**src/rtl/button_event_scheduler_pkg.sv**
```systemverilog
// rtl/button_event_scheduler_pkg.sv - shared state type and reset constants for the button front end
package button_event_scheduler_pkg;

  localparam int unsigned BTN_STATE_W = 2;

  typedef enum logic [BTN_STATE_W-1:0] {
    ST_LOW    = 2'd0,
    ST_ARM_HI = 2'd1,
    ST_HIGH   = 2'd2,
    ST_ARM_LO = 2'd3
  } btn_state_e;

  localparam btn_state_e BTN_STATE_RST = ST_LOW;
  localparam logic       BTN_LEVEL_RST = 1'b0;

  // Event id width; a single-channel build still carries a 1-bit id.
  function automatic int unsigned id_width(input int unsigned n);
    return (n > 1) ? $clog2(n) : 1;
  endfunction

endpackage

```
**src/rtl/button_event_scheduler_if.sv**
```systemverilog
// rtl/button_event_scheduler_if.sv - valid/ready button event port
interface button_event_scheduler_if #(
  parameter int ID_W = 2
);
  logic            evt_valid;
  logic            evt_ready;
  logic [ID_W-1:0] evt_id;
  logic            evt_long;

  modport master (output evt_valid, output evt_id, output evt_long, input evt_ready);
  modport slave  (input evt_valid, input evt_id, input evt_long, output evt_ready);
endinterface

```
**src/rtl/button_event_scheduler_debounce_channel.sv**
```systemverilog
// rtl/button_event_scheduler_debounce_channel.sv - one button: synchronizer, tick-driven debounce FSM, rise pulse, optional hold counter (LONG_PRESS_EN)
module button_event_scheduler_debounce_channel
  import button_event_scheduler_pkg::*;
#(
  parameter int STABLE_TICKS = 4
`ifdef LONG_PRESS_EN
  , parameter int LONG_TICKS = 64
`endif
) (
  input  logic clk,
  input  logic rst,
  input  logic noisy,
  input  logic tick,
  output logic debounced,
  output logic rise
`ifdef LONG_PRESS_EN
  , output logic long_hit
`endif
);

  localparam int CW = $clog2(STABLE_TICKS + 1);

  logic          sync1_q, sync2_q;
  btn_state_e    state_q, state_d;
  logic [CW-1:0] cnt_q, cnt_d;
  logic          rise_q, rise_d;

  // Two-flop synchronizer for the raw asynchronous level
  always_ff @(posedge clk or negedge rst) begin
    if (!rst) begin
      sync1_q <= BTN_LEVEL_RST;
      sync2_q <= BTN_LEVEL_RST;
    end else begin
      sync1_q <= noisy;
      sync2_q <= sync1_q;
    end
  end

  // Debounce FSM: a new level must be seen on STABLE_TICKS consecutive ticks
  always_comb begin
    state_d = state_q;
    cnt_d   = cnt_q;
    if (tick) begin
      case (state_q)
        ST_LOW: begin
          if (sync2_q) begin
            if (STABLE_TICKS == 1) begin
              state_d = ST_HIGH;
              cnt_d   = '0;
            end else begin
              state_d = ST_ARM_HI;
              cnt_d   = CW'(1);
            end
          end
        end
        ST_ARM_HI: begin
          if (!sync2_q) begin
            state_d = ST_LOW;
            cnt_d   = '0;
          end else if (int'(cnt_q) + 1 >= STABLE_TICKS) begin
            state_d = ST_HIGH;
            cnt_d   = '0;
          end else begin
            cnt_d = cnt_q + 1'b1;
          end
        end
        ST_HIGH: begin
          if (!sync2_q) begin
            if (STABLE_TICKS == 1) begin
              state_d = ST_LOW;
              cnt_d   = '0;
            end else begin
              state_d = ST_ARM_LO;
              cnt_d   = CW'(1);
            end
          end
        end
        default: begin
          if (sync2_q) begin
            state_d = ST_HIGH;
            cnt_d   = '0;
          end else if (int'(cnt_q) + 1 >= STABLE_TICKS) begin
            state_d = ST_LOW;
            cnt_d   = '0;
          end else begin
            cnt_d = cnt_q + 1'b1;
          end
        end
      endcase
    end
    rise_d = tick && (state_q == ST_LOW || state_q == ST_ARM_HI) && (state_d == ST_HIGH);
  end

  // FSM state, stability counter and registered rise pulse
  always_ff @(posedge clk or negedge rst) begin
    if (!rst) begin
      state_q <= BTN_STATE_RST;
      cnt_q   <= '0;
      rise_q  <= 1'b0;
    end else begin
      state_q <= state_d;
      cnt_q   <= cnt_d;
      rise_q  <= rise_d;
    end
  end

  assign debounced = (state_q == ST_HIGH) || (state_q == ST_ARM_LO);
  assign rise      = rise_q;

`ifdef LONG_PRESS_EN
  localparam int HW = $clog2(LONG_TICKS + 1);

  logic [HW-1:0] hold_q, hold_d;
  logic          long_q, long_d;

  // Hold counter: ticks spent debounced-high, saturating; fires once on reaching LONG_TICKS
  always_comb begin
    hold_d = hold_q;
    long_d = 1'b0;
    if (tick) begin
      if (state_q == ST_LOW) begin
        hold_d = '0;
      end else if (debounced && int'(hold_q) < LONG_TICKS) begin
        hold_d = hold_q + 1'b1;
        long_d = (int'(hold_q) + 1 == LONG_TICKS);
      end
    end
  end

  // Hold counter and long-press pulse registers
  always_ff @(posedge clk or negedge rst) begin
    if (!rst) begin
      hold_q <= '0;
      long_q <= 1'b0;
    end else begin
      hold_q <= hold_d;
      long_q <= long_d;
    end
  end

  assign long_hit = long_q;
`endif

endmodule

```
**src/rtl/button_event_scheduler.sv**
```systemverilog
// rtl/button_event_scheduler.sv - N-button debounce front end with round-robin event port; LONG_PRESS_EN adds long-press events
module button_event_scheduler
  import button_event_scheduler_pkg::*;
#(
  parameter int N_BTN        = 4,
  parameter int TICK_DIV     = 1000,
  parameter int STABLE_TICKS = 4,
  parameter int LONG_TICKS   = 64
) (
  input  logic                      clk,
  input  logic                      rst,
  input  logic [N_BTN-1:0]          noisy,
  output logic [N_BTN-1:0]          debounced,
  button_event_scheduler_if.master  evt,
  output logic                      overflow
);

  localparam int ID_W = id_width(N_BTN);
  localparam int TW   = $clog2(TICK_DIV);

  logic [TW-1:0]    tick_cnt_q, tick_cnt_d;
  logic             tick;
  logic [N_BTN-1:0] rise;
  logic [N_BTN-1:0] pend_q, pend_d;
  logic [N_BTN-1:0] lpend_q;
  logic [N_BTN-1:0] grant_p;
  logic             evt_valid_q, evt_valid_d;
  logic [ID_W-1:0]  evt_id_q, evt_id_d;
  logic             evt_long_q, evt_long_d;
  logic [ID_W-1:0]  rr_q, rr_d;
  logic             overflow_q, overflow_d;
  logic             arb_en;
  logic             found;
  int               idx;

`ifdef LONG_PRESS_EN
  logic [N_BTN-1:0] long_hit;
  logic [N_BTN-1:0] lpend_d;
  logic [N_BTN-1:0] grant_l;
`endif

  // Shared sample-tick divider: tick is high on the last count before wrap
  always_comb begin
    tick       = (tick_cnt_q == TW'(TICK_DIV - 1));
    tick_cnt_d = tick ? '0 : tick_cnt_q + 1'b1;
  end

  for (genvar i = 0; i < N_BTN; i++) begin : g_ch
    button_event_scheduler_debounce_channel #(
      .STABLE_TICKS (STABLE_TICKS)
`ifdef LONG_PRESS_EN
      , .LONG_TICKS (LONG_TICKS)
`endif
    ) u_ch (
      .clk       (clk),
      .rst       (rst),
      .noisy     (noisy[i]),
      .tick      (tick),
      .debounced (debounced[i]),
      .rise      (rise[i])
`ifdef LONG_PRESS_EN
      , .long_hit (long_hit[i])
`endif
    );
  end

  // Round-robin arbiter: reload the port when idle or when the current event is taken
  always_comb begin
    evt_valid_d = evt_valid_q;
    evt_id_d    = evt_id_q;
    evt_long_d  = evt_long_q;
    rr_d        = rr_q;
    grant_p     = '0;
`ifdef LONG_PRESS_EN
    grant_l     = '0;
`endif
    found       = 1'b0;
    idx         = 0;
    arb_en      = !evt_valid_q || evt.evt_ready;
    if (arb_en) begin
      evt_valid_d = 1'b0;
      for (int k = 0; k < N_BTN; k++) begin
        idx = (int'(rr_q) + k) % N_BTN;
        if (!found && (pend_q[idx] || lpend_q[idx])) begin
          found       = 1'b1;
          evt_valid_d = 1'b1;
          evt_id_d    = ID_W'(idx);
          evt_long_d  = !pend_q[idx];
          rr_d        = ID_W'((idx + 1) % N_BTN);
          if (pend_q[idx]) begin
            grant_p[idx] = 1'b1;
          end
`ifdef LONG_PRESS_EN
          else begin
            grant_l[idx] = 1'b1;
          end
`endif
        end
      end
    end
  end

  // Pending bookkeeping: a new event wins over a same-cycle grant; a duplicate is dropped
  always_comb begin
    pend_d     = (pend_q & ~grant_p) | rise;
    overflow_d = |(rise & pend_q & ~grant_p);
`ifdef LONG_PRESS_EN
    lpend_d    = (lpend_q & ~grant_l) | long_hit;
    overflow_d = overflow_d | (|(long_hit & lpend_q & ~grant_l));
`endif
  end

`ifdef LONG_PRESS_EN
  // Long-press pending bits
  always_ff @(posedge clk or negedge rst) begin
    if (!rst) begin
      lpend_q <= '0;
    end else begin
      lpend_q <= lpend_d;
    end
  end
`else
  // No long-press sources in this build; LONG_TICKS has no effect
  assign lpend_q = {N_BTN{LONG_TICKS < 0}};
`endif

  // Tick counter, press pending bits, event port and round-robin pointer
  always_ff @(posedge clk or negedge rst) begin
    if (!rst) begin
      tick_cnt_q  <= '0;
      pend_q      <= '0;
      evt_valid_q <= 1'b0;
      evt_id_q    <= '0;
      evt_long_q  <= 1'b0;
      rr_q        <= '0;
      overflow_q  <= 1'b0;
    end else begin
      tick_cnt_q  <= tick_cnt_d;
      pend_q      <= pend_d;
      evt_valid_q <= evt_valid_d;
      evt_id_q    <= evt_id_d;
      evt_long_q  <= evt_long_d;
      rr_q        <= rr_d;
      overflow_q  <= overflow_d;
    end
  end

  assign evt.evt_valid = evt_valid_q;
  assign evt.evt_id    = evt_id_q;
  assign evt.evt_long  = evt_long_q;
  assign overflow      = overflow_q;

endmodule
```
**src/flat_wrapper.sv**
```systemverilog
// flat-port wrapper written by rule: the top's interface ports become plain ports
module button_event_scheduler_flat import button_event_scheduler_pkg::*;
#(
  parameter int N_BTN        = 4,
  parameter int TICK_DIV     = 1000,
  parameter int STABLE_TICKS = 4,
  parameter int LONG_TICKS   = 64
)
  (clk, rst, noisy, debounced, overflow, evt_evt_valid, evt_evt_id, evt_evt_long, evt_evt_ready);
  button_event_scheduler_if evt_i ();
  input  logic clk;
  input  logic rst;
  input  logic [N_BTN-1:0] noisy;
  output logic [N_BTN-1:0] debounced;
  output logic overflow;
  output wire logic [$bits(evt_i.evt_valid)-1:0] evt_evt_valid;
  output wire logic [$bits(evt_i.evt_id)-1:0] evt_evt_id;
  output wire logic [$bits(evt_i.evt_long)-1:0] evt_evt_long;
  input wire logic [$bits(evt_i.evt_ready)-1:0] evt_evt_ready;
  assign evt_evt_valid = evt_i.evt_valid;
  assign evt_evt_id = evt_i.evt_id;
  assign evt_evt_long = evt_i.evt_long;
  assign evt_i.evt_ready = evt_evt_ready;
  button_event_scheduler #(.N_BTN(N_BTN), .TICK_DIV(TICK_DIV), .STABLE_TICKS(STABLE_TICKS), .LONG_TICKS(LONG_TICKS)) u_core (.clk(clk), .rst(rst), .noisy(noisy), .debounced(debounced), .evt(evt_i), .overflow(overflow));
endmodule
```
**config.mk**
```make
export PLATFORM = sky130hd
export DESIGN_NAME = button_event_scheduler_flat
export DESIGN_NICKNAME = d
export VERILOG_FILES = /design/src/rtl/button_event_scheduler_pkg.sv /design/src/rtl/button_event_scheduler_if.sv /design/src/rtl/button_event_scheduler_debounce_channel.sv /design/src/rtl/button_event_scheduler.sv /design/src/flat_wrapper.sv
export SDC_FILE = /design/constraint.sdc
export NUM_CORES = 1
export LEC_CHECK = 0
export ABC_CLOCK_PERIOD_IN_PS = 3550
export CELL_PAD_IN_SITES_DETAIL_PLACEMENT = 0
export CELL_PAD_IN_SITES_GLOBAL_PLACEMENT = 1
export CORE_MARGIN = 1
export CORE_UTILIZATION = 43
export CTS_CLUSTER_SIZE = 30
export DETAILED_ROUTE_END_ITERATION = 8
export HOLD_SLACK_MARGIN = 0.12
export PLACE_DENSITY = 0.76
export SYNTH_ARGS = -nofsm -noshare
export SYNTH_HDL_FRONTEND = slang
export SYNTH_HIERARCHICAL = 1
export SYNTH_SLANG_ARGS = --single-unit
export TNS_END_PERCENT = 100
```
**constraint.sdc**
```tcl
create_clock -name clk -period 3.55 [get_ports clk]
set_clock_uncertainty 0.15 [all_clocks]
set_input_delay 0.71 -clock clk [delete_from_list [all_inputs] [get_ports clk]]
set_output_delay 0.71 -clock clk [all_outputs]
set_load 0.02 [all_outputs]
```
Yosys cells after proc, flatten, opt, wreduce, memory -nomap -nowiden
Cells that the tools add are included.
Storage, ports and cells
  word-level logic and storage cells: 260
  input port bits: 7
  bits in latches: 0
  bits in read-only memories: 0
  register bits after elaboration: 53
  memories kept: 0
  RAM bits: 0
Operators by class
  divide/modulo/power cells: 0
  add/sub/neg operators: 15
  $lt $le $gt $ge: 12
  muxes and demuxes: 120
  $mul: 0
  bitwise logic cells: 11
  equal/unequal tests: 25
  shifts and indexed selects: 0
  reductions and logical operators: 50
Operator list (count)
  2-to-1 mux 2 bit: 36
  2-to-1 mux 3 bit: 20
  2-to-1 mux 4 bit: 12
  case mux 3 bit (3 select lines): 4
  2-to-1 mux 1 bit: 31
  == test 2 bit (second input constant): 12
  case mux 2 bit (3 select lines): 4
  adder 3 x 1 -> 4 bit (second input constant): 4
  binary-select mux 1 bit (select 2 bit): 8
  >= comparator 4 x 3 -> 1 bit (second input constant): 4
  != test 2 bit (second input constant): 8
  OR 4 bit: 4
  logical AND 1 bit: 15
  logical OR 1 bit: 13
  adder 3 x 1 -> 3 bit (second input constant): 4
  bitwise AND 4 bit: 3
  < comparator 3 x 4 -> 1 bit (second input constant): 3
  AND reduction 3 bit: 4
  adder 10 x 1 -> 10 bit (second input constant): 1
  adder 2 bit (second input constant): 5
  == test 10 bit (second input constant): 1
  2-to-1 mux 10 bit: 1
  >= comparator 3 x 1 -> 1 bit (second input constant): 3
  demux 1 bit (select 2 bit): 4
  other kinds (12): 29

Depth between registers and ports, before layout
Gate-level depths: netlist of the first run.
  depth after elaboration: 22
  depth in mapped cells: 10
  mapped depth without buffers: 8

Hierarchy
Netlist of the first run, hierarchy kept.
Modules (own cells, without submodules)
  button_event_scheduler: instances 1, cells an instance 168, sequential area each 525.5 um2, area an instance 1556.5 um2
  button_event_scheduler_debounce_channel at u_core.g_ch[0].u_ch ...: instances 3, cells an instance 27, sequential area each 200.2 um2, area an instance 345.3 um2
  button_event_scheduler_debounce_channel at u_core.g_ch[2].u_ch: instances 1, cells an instance 28, sequential area each 200.2 um2, area an instance 344.1 um2

Worst setup path after synthesis of the first run
No wires, ideal clock.
  path type: flip-flop to flip-flop
  from: reg u_core.rr_q[1]
  to: reg u_core.overflow_q (netlist: u_core/overflow)
  setup time: 0.139 ns
  arrival: 3.030 ns
  slack: 0.231 ns
  buffers on the path: 2
  data required time: 3.261 ns
  cell stages (with the launch flop): 11
  cells stage by stage: dfrtp_1 clkbuf_1 inv_1 ha_1 clkbuf_1 mux2_2 mux2i_1 a221oi_1 o211ai_1 nor2_1 or4_1
Between the ends
  cells in the longest elaborated chain, start to end: 22
  elaborated cells on any way between the ends: 85
  those cells by class: add/sub (3); order compare (8); mux (48); bitwise (8); reduce/logical (18)
RTL lines
  from (decl): RTL line button_event_scheduler.sv:30  | logic [ID_W-1:0] rr_q, rr_d;
  from (signal assigned): RTL line button_event_scheduler.sv:143  | rr_q <= rr_d;
  adder 2 x 1 -> 2 bit (tied with other cells): RTL line button_event_scheduler.sv:83  | idx = (int'(rr_q) + k) % N_BTN;
  OR reduction 2 bit (no line) or logical AND 1 bit (tied branches)
  bitwise AND 1 bit (no line) or 2-to-1 mux 1 bit (tied branches)
  < comparator 3 x 4 -> 1 bit (implied by the code) (tied with other cells): RTL line button_event_scheduler.sv:91  | grant_p[idx] = 1'b1;
  logical AND 1 bit (implied by the code) or 2-to-1 mux 4 bit (tied branches): RTL line button_event_scheduler.sv:91, button_event_scheduler.sv:90
  2-to-1 mux 1 bit (implied by the code) or 2-to-1 mux 4 bit (tied branches): RTL line button_event_scheduler.sv:91, button_event_scheduler.sv:84
  demux 1 bit (select 2 bit) or 2-to-1 mux 4 bit (tied branches)
  OR 4 bit (no line)
  (+7 left out)
  OR 4 bit (no line)
  2-to-1 mux 4 bit: RTL line button_event_scheduler.sv:90  | if (pend_q[idx]) begin
  2-to-1 mux 4 bit (*): RTL line button_event_scheduler.sv:84  | if (!found && (pend_q[idx] || lpend_q[idx])) begin
  2-to-1 mux 4 bit (*): RTL line button_event_scheduler.sv:80  | if (arb_en) begin
  inverter 4 bit (*): RTL line button_event_scheduler.sv:106  | overflow_d = |(rise & pend_q & ~grant_p);
  bitwise AND 4 bit (*): RTL line button_event_scheduler.sv:106
  OR reduction 4 bit (*): RTL line button_event_scheduler.sv:106
  net u_core.overflow_d: RTL line button_event_scheduler.sv:31  | logic overflow_q, overflow_d;
  to (signal assigned): RTL line button_event_scheduler.sv:144  | overflow_q <= overflow_d;
  to (decl): RTL line button_event_scheduler.sv:31
Mark *: on every way through the listed nets, which the timed path passes. The rest lies on a longest branch. The select of a mux whose other input is x is not followed.
A chain may end at the register's enable or synchronous reset.

Final worst setup path of the first run
Ends and elaborated chain as after synthesis.

==> reports/metrics.cfg, run 1 <==
[final_layout]
n_antenna_cell = 0
drive_gt1_share_pct = 14.05
fillers = 600
stdcell_count = 376
final_common_cell = dfrtp_1
layout_common_cells = dfrtp_1, nor2_1, nand2_1
synthToLayoutAreaGrowth_pct = 13.21
layout.nets = 319
fin_area_um2 = 3324

[place]
placed_cells = 368
post_dp_cell_area_um2 = 3207
port_buffers = 15
hpwl_mm = 4.125
gp_congestion = 0.8983

[timing]
fmax_mhz = 337.5
relSlewSlack_pct = 59.90
slew_viol_final = 0
tightest_slew_ns = 0.6010
period_needed_ns = 2.963
finalSetupTns_ns = 0
setup-violations-final = 0
hold_viol_final = 0
rsz0062_at_grt = false
fin_crit_sh_pct = 83.47

[detailed_routing]
wl_mm = 5.678
wl_per_cell_um = 15.10
dr.pass1.iters = 6
viasPerCell = 5.747
postRouteAntennaNets = 0
dr.first_iter.drc_count = 132
vias = 2161
drc = 0

[logic_synthesis]
synth_seq_area_share_pct = 45.16
synthArstFlopShare_pct = 100.0
yosys_register_bits = 53
synth_top_flop_cell = dfrtp_1
syn_area_um2 = 2937
synth_top_area_share_pct = 45.16
ys_types = 56
synth_fp_nets = 298
synth_edf_count = 0
synth_area_leaders = dfrtp_1, ha_1, o21ai_0, mux2i_1, mux4_1
yosysWarnings = 6
yosys.area.top_type = dfrtp_1
synth_area_per_cell_um2 = 10.60
synth_cells = 277

[floorplanning]
rows = 29
die_x_um = 84.64
die_h_um = 84.64
die-area_um2 = 7164
coreArea_um2 = 6459
start_util_pct = 45.47
io_pins = 16

[clock_network]
cts_num_sinks = 53
cts_max_path_buffers = 2
cts_hold_buf = 0
cts.clk_slew.worst_paths_ns = 0.10
postCtsSetupBuffers = 0
tritoncts = done
ctsRootBufferMaster = clkbuf_8
cts_buffers = 5
cts-resized-gates = 0
clkLatencyLatePin_ns = 0.31
htreeDepth = 2

[power]
peakVddDrop_mv = 0.2984
p_per_area_nw_per_um2 = 573.5
leakagePower_nw = 1.497

[worst_setup_path]
r2r_cells = 7
crit_arrival_ns = 3.01
critical_path_class = reg -> reg
cp_slowest_cell = or4b_4
slowest_delay_ns = 0.58
crit_path_end_kind = register
required_ns = 3.59
critPathMaxFanout = 5
startpoint_type = register
crit_chain = inv_1 > ha_1 > mux4_2 > or4b_4 > o21ai_1 > nor3b_1 > or4_1

[grt]
grt_usage_pct = 17.34
use_met1_pct = 22.61
grt_remaining_overflow = 0
antenna_found_initial = 0
grt_util_met3_pct = 3.441
grt_max_degree = 22
grt_pass1_wl_mm = 9.804
grt_util_met2_pct = 28.38
grt.busiest_layer = met2
grt_pass1_vias = 2142

[job]
drv_cap = 0

[hold_path]
worstHoldPathType = in -> async

[outcome]
status = finished, final reports clean

[worst max-delay path: cells and delay by family (launching register included)]
| family | cells | cell delay, ns |
|---|---|---|
| flops | 1 | 0.35 |
| compound gates | 1 | 0.21 |
| buf+inv | 1 | 0.09 |
| fa+ha+maj | 1 | 0.33 |
| simple gates | 3 | 1.15 |
| mux | 1 | 0.56 |
[area by class of cell]
cell class / count / area [um2] / share of cell area [%]
Clock buffer: 5 / 68.82 / 2.070
Clock inverter: 3 / 48.80 / 1.468
Inverter: 10 / 37.54 / 1.129
Multi-Input combinational cell: 202 / 1519 / 45.69
Sequential cell: 53 / 1326 / 39.89
Tap cell: 77 / 96.34 / 2.898
Timing Repair Buffer: 26 / 227.7 / 6.850
[registers in the layout (all words and copies together), names as in the netlist, 2 cells and up]
signal,count
u_core/g_ch.u_ch/cnt_q,12
u_core/tick_cnt_q,10
u_core/g_ch.u_ch/state_q,8
u_core/g_ch.u_ch/rise,4
u_core/g_ch.u_ch/sync1_q,4
u_core/g_ch.u_ch/sync2_q,4
u_core/pend_q,4
u_core/evt.evt_id,2
u_core/rr_q,2
[per-stage QoR]
stage	utilization, %	hold slack [ns]	setup WS, ns	power [W]
after floorplan	-	0.1812	0.2312	0.001245
after global placement	49.65	0.1841	0.6655	0.001488
after detailed placement	49.65	0.1864	0.6052	0.001481
after CTS	51.47	0.1694	0.5958	0.001920
after global routing	51.47	0.1985	0.4492	0.002049
final	51.47	0.1766	0.5868	0.001907
[path summary, 6_finish.rpt]
| check | from | endpoint | slack, ns |
|---|---|---|---|
| worst max-delay path | u_core/rr_q[1] | u_core/overflow | 0.59 |
| worst min-delay path | rst | u_core/g_ch[3].u_ch/cnt_q[1] | 0.18 |
| worst max register to register | u_core/rr_q[1] | u_core/overflow | 0.59 |
| worst min register to register | u_core/g_ch[1].u_ch/sync1_q | u_core/g_ch[1].u_ch/sync2_q | 0.21 |
| max in group asynchronous | rst | u_core/evt.evt_id[1] | 2.46 |
| min in group clk | u_core/g_ch[1].u_ch/sync1_q | u_core/g_ch[1].u_ch/sync2_q | 0.21 |
[cell usage after synthesis, types with 2 or more instances]
master and count:
o311ai_0 2, dfrtp_1 53, nor2_1 21, mux4_1 3
a32o_1 3, o2111a_2 3, nor4_1 3, nor2b_1 2
or2_1 3, and3b_2 3, mux2i_1 8, nand3_1 5
nand4_1 3, ha_1 14, nor3_1 2, o31ai_1 4
mux2_4 3, nand2b_1 2, mux2_2 4, o21ai_0 17
mux4_2 2, o211ai_1 5, a31oi_1 7, clkbuf_1 10
and2_1 10, and3_1 5, xnor2_1 3, inv_1 10
o21ai_1 2, xor2_1 8, a21oi_1 11, nand2_1 20
a21o_2 3
[per-layer routing]
metal | wire (um) | vias up
li1 | - | 1059
met1 | 2727 | 1054
met2 | 2697 | 37
met3 | 163 | 11
met4 | 91 | 0
met5 | 0 | -
[logic make-up (layout without fill, tap and decap cells)]
group           after synthesis  count (layout)  share of synthesized area (%)
xor+xnor                     11              11                          3.281
simple gates                 87              87                          15.89
buf+inv                      22              44                          3.110
compound gates               69              69                          16.19
fa+ha+maj                    14              14                          5.965
mux                          21              21                          10.40
flops                        53              53                          45.16
[where the power goes]
part           internal [W]  total, W  switching (W)
Combinational      0.000342  0.000787       0.000445
Clock              0.000215  0.000423       0.000208
Sequential         0.000650  0.000696      0.0000464
Power figures use the tool's default switching activity.
==> run 2: changes to the inputs <==
Settings changed: ABC_CLOCK_PERIOD_IN_PS 3550 to 3090, CORE_UTILIZATION 43 to 48, PLACE_DENSITY 0.76 to 0.8.
Clock period 3.55 ns to 3.09 ns, I/O delays scaled along.
==> run 2 against run 1 <==
Critical path depth decreased by 1. Non-clock buffer count grew 1. Design area up 0.41%. Clock power shrank 3%. Cell count fell by 0.27%. Largest cell class unchanged.
==> reports/metrics.cfg, run 2 (synthesis gave the netlist of run 1 again) <==
[outcome]
status = finished, final reports clean

[power]
switching_share_pct = 37.58  ; +0.87 points
power_w = 0.002169  ; +14%
p_comb_share_pct = 44.2  ; +2.9 points
seq_power_share_pct = 36.8  ; +0.3 points
power_frac_clock_pct = 19.0  ; -3.2 points
intPower_w = 0.001354  ; +12%
p_per_area_nw_per_um2 = 649.7  ; +13%
leakagePower_nw = 1.492  ; -0.34%
p_sw_w = 0.0008150  ; +16%
peakVddDrop_mv = 0.4673  ; +57%

[hold_path]
min_to = u_core/g_ch[1].u_ch/sync2_q
min-delay-start = u_core/g_ch[1].u_ch/sync1_q
hold_depth = 0
worstHoldPathType = reg -> reg

[timing]
hold_viol_final = 0  ; unchanged
finalSetupTns_ns = 0  ; unchanged
relSlewSlack_pct = 56.21  ; -3.7 points
whs_ns = 0.2046  ; +0.02794 ns
slew_viol_final = 0  ; unchanged
tightest_slew_ns = 0.6568  ; +0.05580 ns
setup-violations-final = 0  ; unchanged
period_needed_ns = 2.961  ; -0.001964 ns
rsz0062_at_grt = false
fmax_mhz = 337.7  ; about the same
fin_crit_sh_pct = 95.83  ; +12 points

[worst_setup_path]
crit_path_end_kind = register
r2r_cells = 6  ; -1
startpoint_type = register
required_ns = 3.14  ; -0.45 ns
critPathMaxFanout = 20  ; +15
reg2reg_slack_ns = 0.13  ; -0.46 ns
regToRegEndpoint = u_core/overflow
critical_path_class = reg -> reg
crit_arrival_ns = 3.01  ; about the same
regToRegStartpoint = u_core/rr_q[0]

[grt]
grt_pass1_vias = 1974  ; -7.8%
antenna_found_initial = 0  ; unchanged
grt_remaining_overflow = 0  ; unchanged
grt_usage_pct = 19.30  ; +2.0 points
grt_max_degree = 54  ; +150%
grt_pass1_wl_mm = 9.390  ; -4.2%

[detailed_routing]
dr.first_iter.drc_count = 135  ; +2.3%
wl_mm = 5.445  ; -4.1%
postRouteAntennaNets = 0  ; unchanged
wl_per_cell_um = 14.52  ; -3.8%
vias = 2150  ; -0.51%
drc = 0  ; unchanged
dr.pass1.iters = 4  ; -2
viasPerCell = 5.733  ; -0.24%

[floorplanning]
coreArea_um2 = 5921  ; -8.3%
die_x_um = 80.22  ; -5.2%
start_util_pct = 49.60  ; +4.1 points
die_h_um = 80.22  ; -5.2%
die-area_um2 = 6434  ; -10%
io_pins = 16  ; unchanged
rows = 28  ; -3.4%

[final_layout]
top_register = u_core/g_ch.u_ch/cnt_q
largestRegisters = u_core/g_ch.u_ch/cnt_q x12, u_core/tick_cnt_q x10, u_core/g_ch.u_ch/state_q x8
layout_common_cells = dfrtp_1, nor2_1, nand2_1
synthToLayoutAreaGrowth_pct = 13.68
n_antenna_cell = 0  ; unchanged
layout.nets = 320  ; +0.31%
drive_gt1_share_pct = 16.00  ; +2.0 points
fin_util_pct = 56.38  ; +4.9 points
largest_reg_flops = 12  ; unchanged
final_common_cell = dfrtp_1
stdcell_count = 375  ; -0.27%

[place]
port_buffers = 15  ; unchanged
hpwl_mm = 3.860  ; -6.4%
gp_congestion = 0.8242  ; -8.2%
placed_cells = 367  ; -0.27%

[clock_network]
ctsRootBufferMaster = clkbuf_8
cts_hold_buf = 0  ; unchanged
cts.clk_slew.worst_paths_ns = 0.10  ; about the same
cts_max_path_buffers = 2  ; unchanged
cts_num_sinks = 53  ; unchanged
tritoncts = done
clkLatencyLatePin_ns = 0.31  ; about the same
cts_buffers = 5  ; unchanged
htreeDepth = 2  ; unchanged

[job]
drv_cap = 0  ; unchanged

-- run 2: cell types whose count changed in the layout (fill, tap and decap cells not counted), sizes merged --
cell / previous run / this run
buf: 12 / 13
bufinv: 1 / 0
clkbuf: 5 / 6
clkinv: 0 / 2
inv: 11 / 9
-- run 2: layout make-up --
class                   instances  area (um2)
well taps                      75       93.84
fillers                       512        2582
clock buffers                   6       82.58
clock inverters                 2       13.76
flip-flops and latches         53        1326
multi-input cells             202        1545
inverters                      10       41.29
repair buffers                 27       235.2
-- run 2: how the worst max path moves through the flow --
stage | from | endpoint | cells past startpoint
2_1_floorplan | u_core/rr_q[0] | u_core/overflow | 8
3_3_place_gp | u_core/rr_q[0] | u_core/overflow | 8
3_5_place_dp | u_core/rr_q[0] | u_core/overflow | 8
4_1_cts | u_core/rr_q[0] | u_core/overflow | 8
5_1_grt | u_core/rr_q[0] | u_core/evt.evt_id[0] | 9
6_report | u_core/rr_q[0] | u_core/overflow | 6
-- run 2: timing repair --
| item | 4_1_cts | 5_1_grt |
|---|---|---|
| resized for setup | 0 | 1 |
| buffers inserted | 0 | 0 |
| endpoints found under the setup margin | 0 | 1 |
-- run 2: per-stage QoR --
stage	cell area, um2	setup slack [ns]
after floorplan	2963	0.01122
after global placement	3236	0.1838
after detailed placement	3236	0.1352
after CTS	3332	0.1284
after global routing	3338	0.02798
final	3338	0.1287
-- run 2: power by group through the flow --
stage | Combinational [W] | Sequential (W) | Clock [W]
after floorplan | 0.000650 | 0.000818 | 0
after global placement | 0.000944 | 0.000812 | 0
after detailed placement | 0.000941 | 0.000812 | 0
after CTS | 0.000946 | 0.000798 | 0.000428
after global routing | 0.00106 | 0.000806 | 0.000463
final | 0.000959 | 0.000798 | 0.000412
-- run 2: critical path, cell delays in order, from the launching register on --
cell and delay, ns:
dfrtp_1 0.40, buf_4 0.28, mux4_1 0.69, or4b_4 0.61, o21ai_2 0.15, nor3b_1 0.06, or4_1 0.49
-- run 2: layer usage --
layer	global-route usage (%)	wire length (um)
met5	0	0
met4	5.357	59
met3	5.114	234
met2	30.51	2557
met1	26.14	2595
==> RTL edit: new RTL, settings of run 1 <==
Build with the macro `LONG_PRESS_EN` defined.
--- a/src/rtl/button_event_scheduler_debounce_channel.sv
+++ b/src/rtl/button_event_scheduler_debounce_channel.sv
@@ -1,2 +1,4 @@
 // rtl/button_event_scheduler_debounce_channel.sv - one button: synchronizer, tick-driven debounce FSM, rise pulse, optional hold counter (LONG_PRESS_EN)
+`define LONG_PRESS_EN
+
 module button_event_scheduler_debounce_channel
Function: no difference found for any inputs over 10 cycles, from zero or initial values and one cycle with rst low; that may be too few to reach the edited logic, so the function may still have changed.
==> RTL edit against run 1 <==
- worst setup slack worse by 0.24 ns
- synthesized area up 90%
- cell area up 84%
- critical endpoint unchanged
- total power up 67%
- hold slack better by 0.0057 ns
- highest routed layer unchanged
- wire length up 100%
- combinational power up 45%
- critical path type unchanged
- sequential cell count up 36
- largest cell class unchanged
==> RTL edit: results (changes against run 1) <==
dp_slack_ns: 0.347  # was 0.605 ns
switching_share_pct: 34.9  # was 36.7%
pwr.group.combinational_mw: 1.14  # was 787 uW
dp.cells: 711  # was 368
p_int_mw: 2.07  # was 1.21 mW
drt_pass1_iterations: 5  # was 6
inv_count: 14  # was 10
root_buffer: "clkbuf_16"  # was clkbuf_8
area_growth_pct: 9.82  # was 13.2%
path_max_fanout: 12  # was 5
hp-class: "input port to async pin"  # unchanged
status: "complete, no violations"  # unchanged
async_flop_share_pct: 100  # unchanged
nonClkBufAreaFrac_pct: 3.72  # was 6.85%
ff_latch_area_sq_um: 2230  # was 1330 sq um
ctsResizeCount: 0  # unchanged
synth_seq_area_share_pct: 40.0  # was 45.2%
clock-sinks: 89  # was 53
tightest_slew_ns: 0.550  # was 0.601 ns
multi_input_area_sq_um: 3110  # was 1520 sq um
die_x_um: 116  # was 84.6 um
cp.arrival_ns: 3.27  # was 3.01 ns
nFillCells: 1200  # was 600
place_area_sq_um: 5830  # was 3210 sq um
cp_slowest_cell: "or4_4"  # was or4b_4
drt_iter0_drc: 306  # was 132
grt_pass1_wl_um: 19800  # was 9800 um
buffers: 24  # was 26
reg.largest.list: "u_core/g_ch.u_ch/hold_q x28, u_core/g_ch.u_ch/cnt_q x12, u_core/tick_cnt_q x10"  # was u_core/g_ch.u_ch/cnt_q x12, u_core/tick_cnt_q x10, u_core/g_ch.u_ch/state_q x8
slowest_delay_ns: 0.68  # was 0.58 ns
irDropWorstVdd_mv: 0.263  # was 0.298 mV
cts_buffers: 9  # was 5
synthTopCellsByArea: "dfrtp_1 (40%), ha_1 (4.9%), nand2_1 (3.0%)"  # was dfrtp_1 (45%), ha_1 (6.0%), o21ai_0 (2.9%)
cts_buffer_depth: 2  # unchanged
use_met1_pct: 26.4  # was 22.6%
htreeDepth: 3  # was 2
nClkBuffers: 10  # was 5
synth_warnings: 6  # unchanged
pg_seq_mw: 1.11  # was 696 uW
clkLatencyLatePin_ns: 0.35  # was 0.31 ns
finalNonFillerCells: 726  # was 376
p_leak_nw: 2.54  # was 1.50 nW
dp.final_hpwl_um: 7940  # was 4120 um
place.gp.congestion: 0.853  # was 0.898
final_nets: 579  # was 319
grt_pass1_vias: 4025  # was 2142
met3_usage_pct: 2.98  # was 3.44%
avgRoutedWirePerCell_um: 15.8  # was 15.1 um
drive_above_1_share_pct: 13.7  # was 14.0%
netlist_top_cells_count: "dfrtp_1 (89), nand2_1 (44), a21oi_1 (27), nor2_1 (25), o21ai_0 (23)"  # was dfrtp_1 (53), nor2_1 (21), nand2_1 (20), o21ai_0 (17), ha_1 (14)
clkTransAtPathRegs_ns: 0.07  # was 0.10 ns
grt_use_total_pct: 18.9  # was 17.3%
synth.distinct_cells: 73  # was 56
grt_max_degree: 51  # was 22
multi_input_cells: 412  # was 202
clock_area_share_pct: 4.66  # was 3.54%
syn_avg_cell_area_sq_um: 10.2  # was 10.6 sq um
vias_per_cell: 5.84  # was 5.75
grtUsageMet2_pct: 29.1  # was 28.4%
-- RTL edit: cell count changes after synthesis, sizes merged, moves of 9 or more --
cell / before / now
nand4: 3 / 13
a21oi: 11 / 28
nand3: 5 / 22
dfrtp: 53 / 89
a211oi: 1 / 10
buf: 2 / 15
nand2: 20 / 44
nand2b: 2 / 15
a22o: 1 / 18
-- RTL edit: worst paths after layout --
kind | startpoint | end | slack [ns] | depth (start not counted)
setup / recovery | u_core/rr_q[1]$_DFFE_PN0P_ | u_core/overflow$_DFF_PN0_ | 0.35 | 8
setup reg to reg | u_core/rr_q[1]$_DFFE_PN0P_ | u_core/overflow$_DFF_PN0_ | 0.35 | 8
hold / removal | rst | u_core/evt.evt_long$_DFFE_PN0P_ | 0.18 | 1
min in group clk | u_core/g_ch[1].u_ch/sync1_q$_DFF_PN0_ | u_core/g_ch[1].u_ch/sync2_q$_DFF_PN0_ | 0.20 | 0
hold reg to reg | u_core/g_ch[1].u_ch/sync1_q$_DFF_PN0_ | u_core/g_ch[1].u_ch/sync2_q$_DFF_PN0_ | 0.20 | 0
max in group asynchronous | rst | u_core/pend_q[1]$_DFF_PN0_ | 2.38 | 2
-- RTL edit: routing by layer --
metal	routed length, um	vias to the layer above	share of wire [%]
met5	0	-	0
met4	208	0	1.8
met3	473	19	4.1
met2	5380	104	47
met1	5420	2051	47
li1	-	2064	-
-- RTL edit: logic make-up (layout without fill, tap and decap cells) --
logic type	count (synthesis)	in the layout	share of synthesized area [%]
AO/OA/AOI/OAI	162	162	22.0
XOR/XNOR	19	19	2.99
adder cells (fa/ha/maj)	22	22	4.94
buffers and inverters	47	53	4.31
flip-flops	89	89	40.0
multiplexers	18	18	5.37
AND/OR/NAND/NOR	191	191	20.4
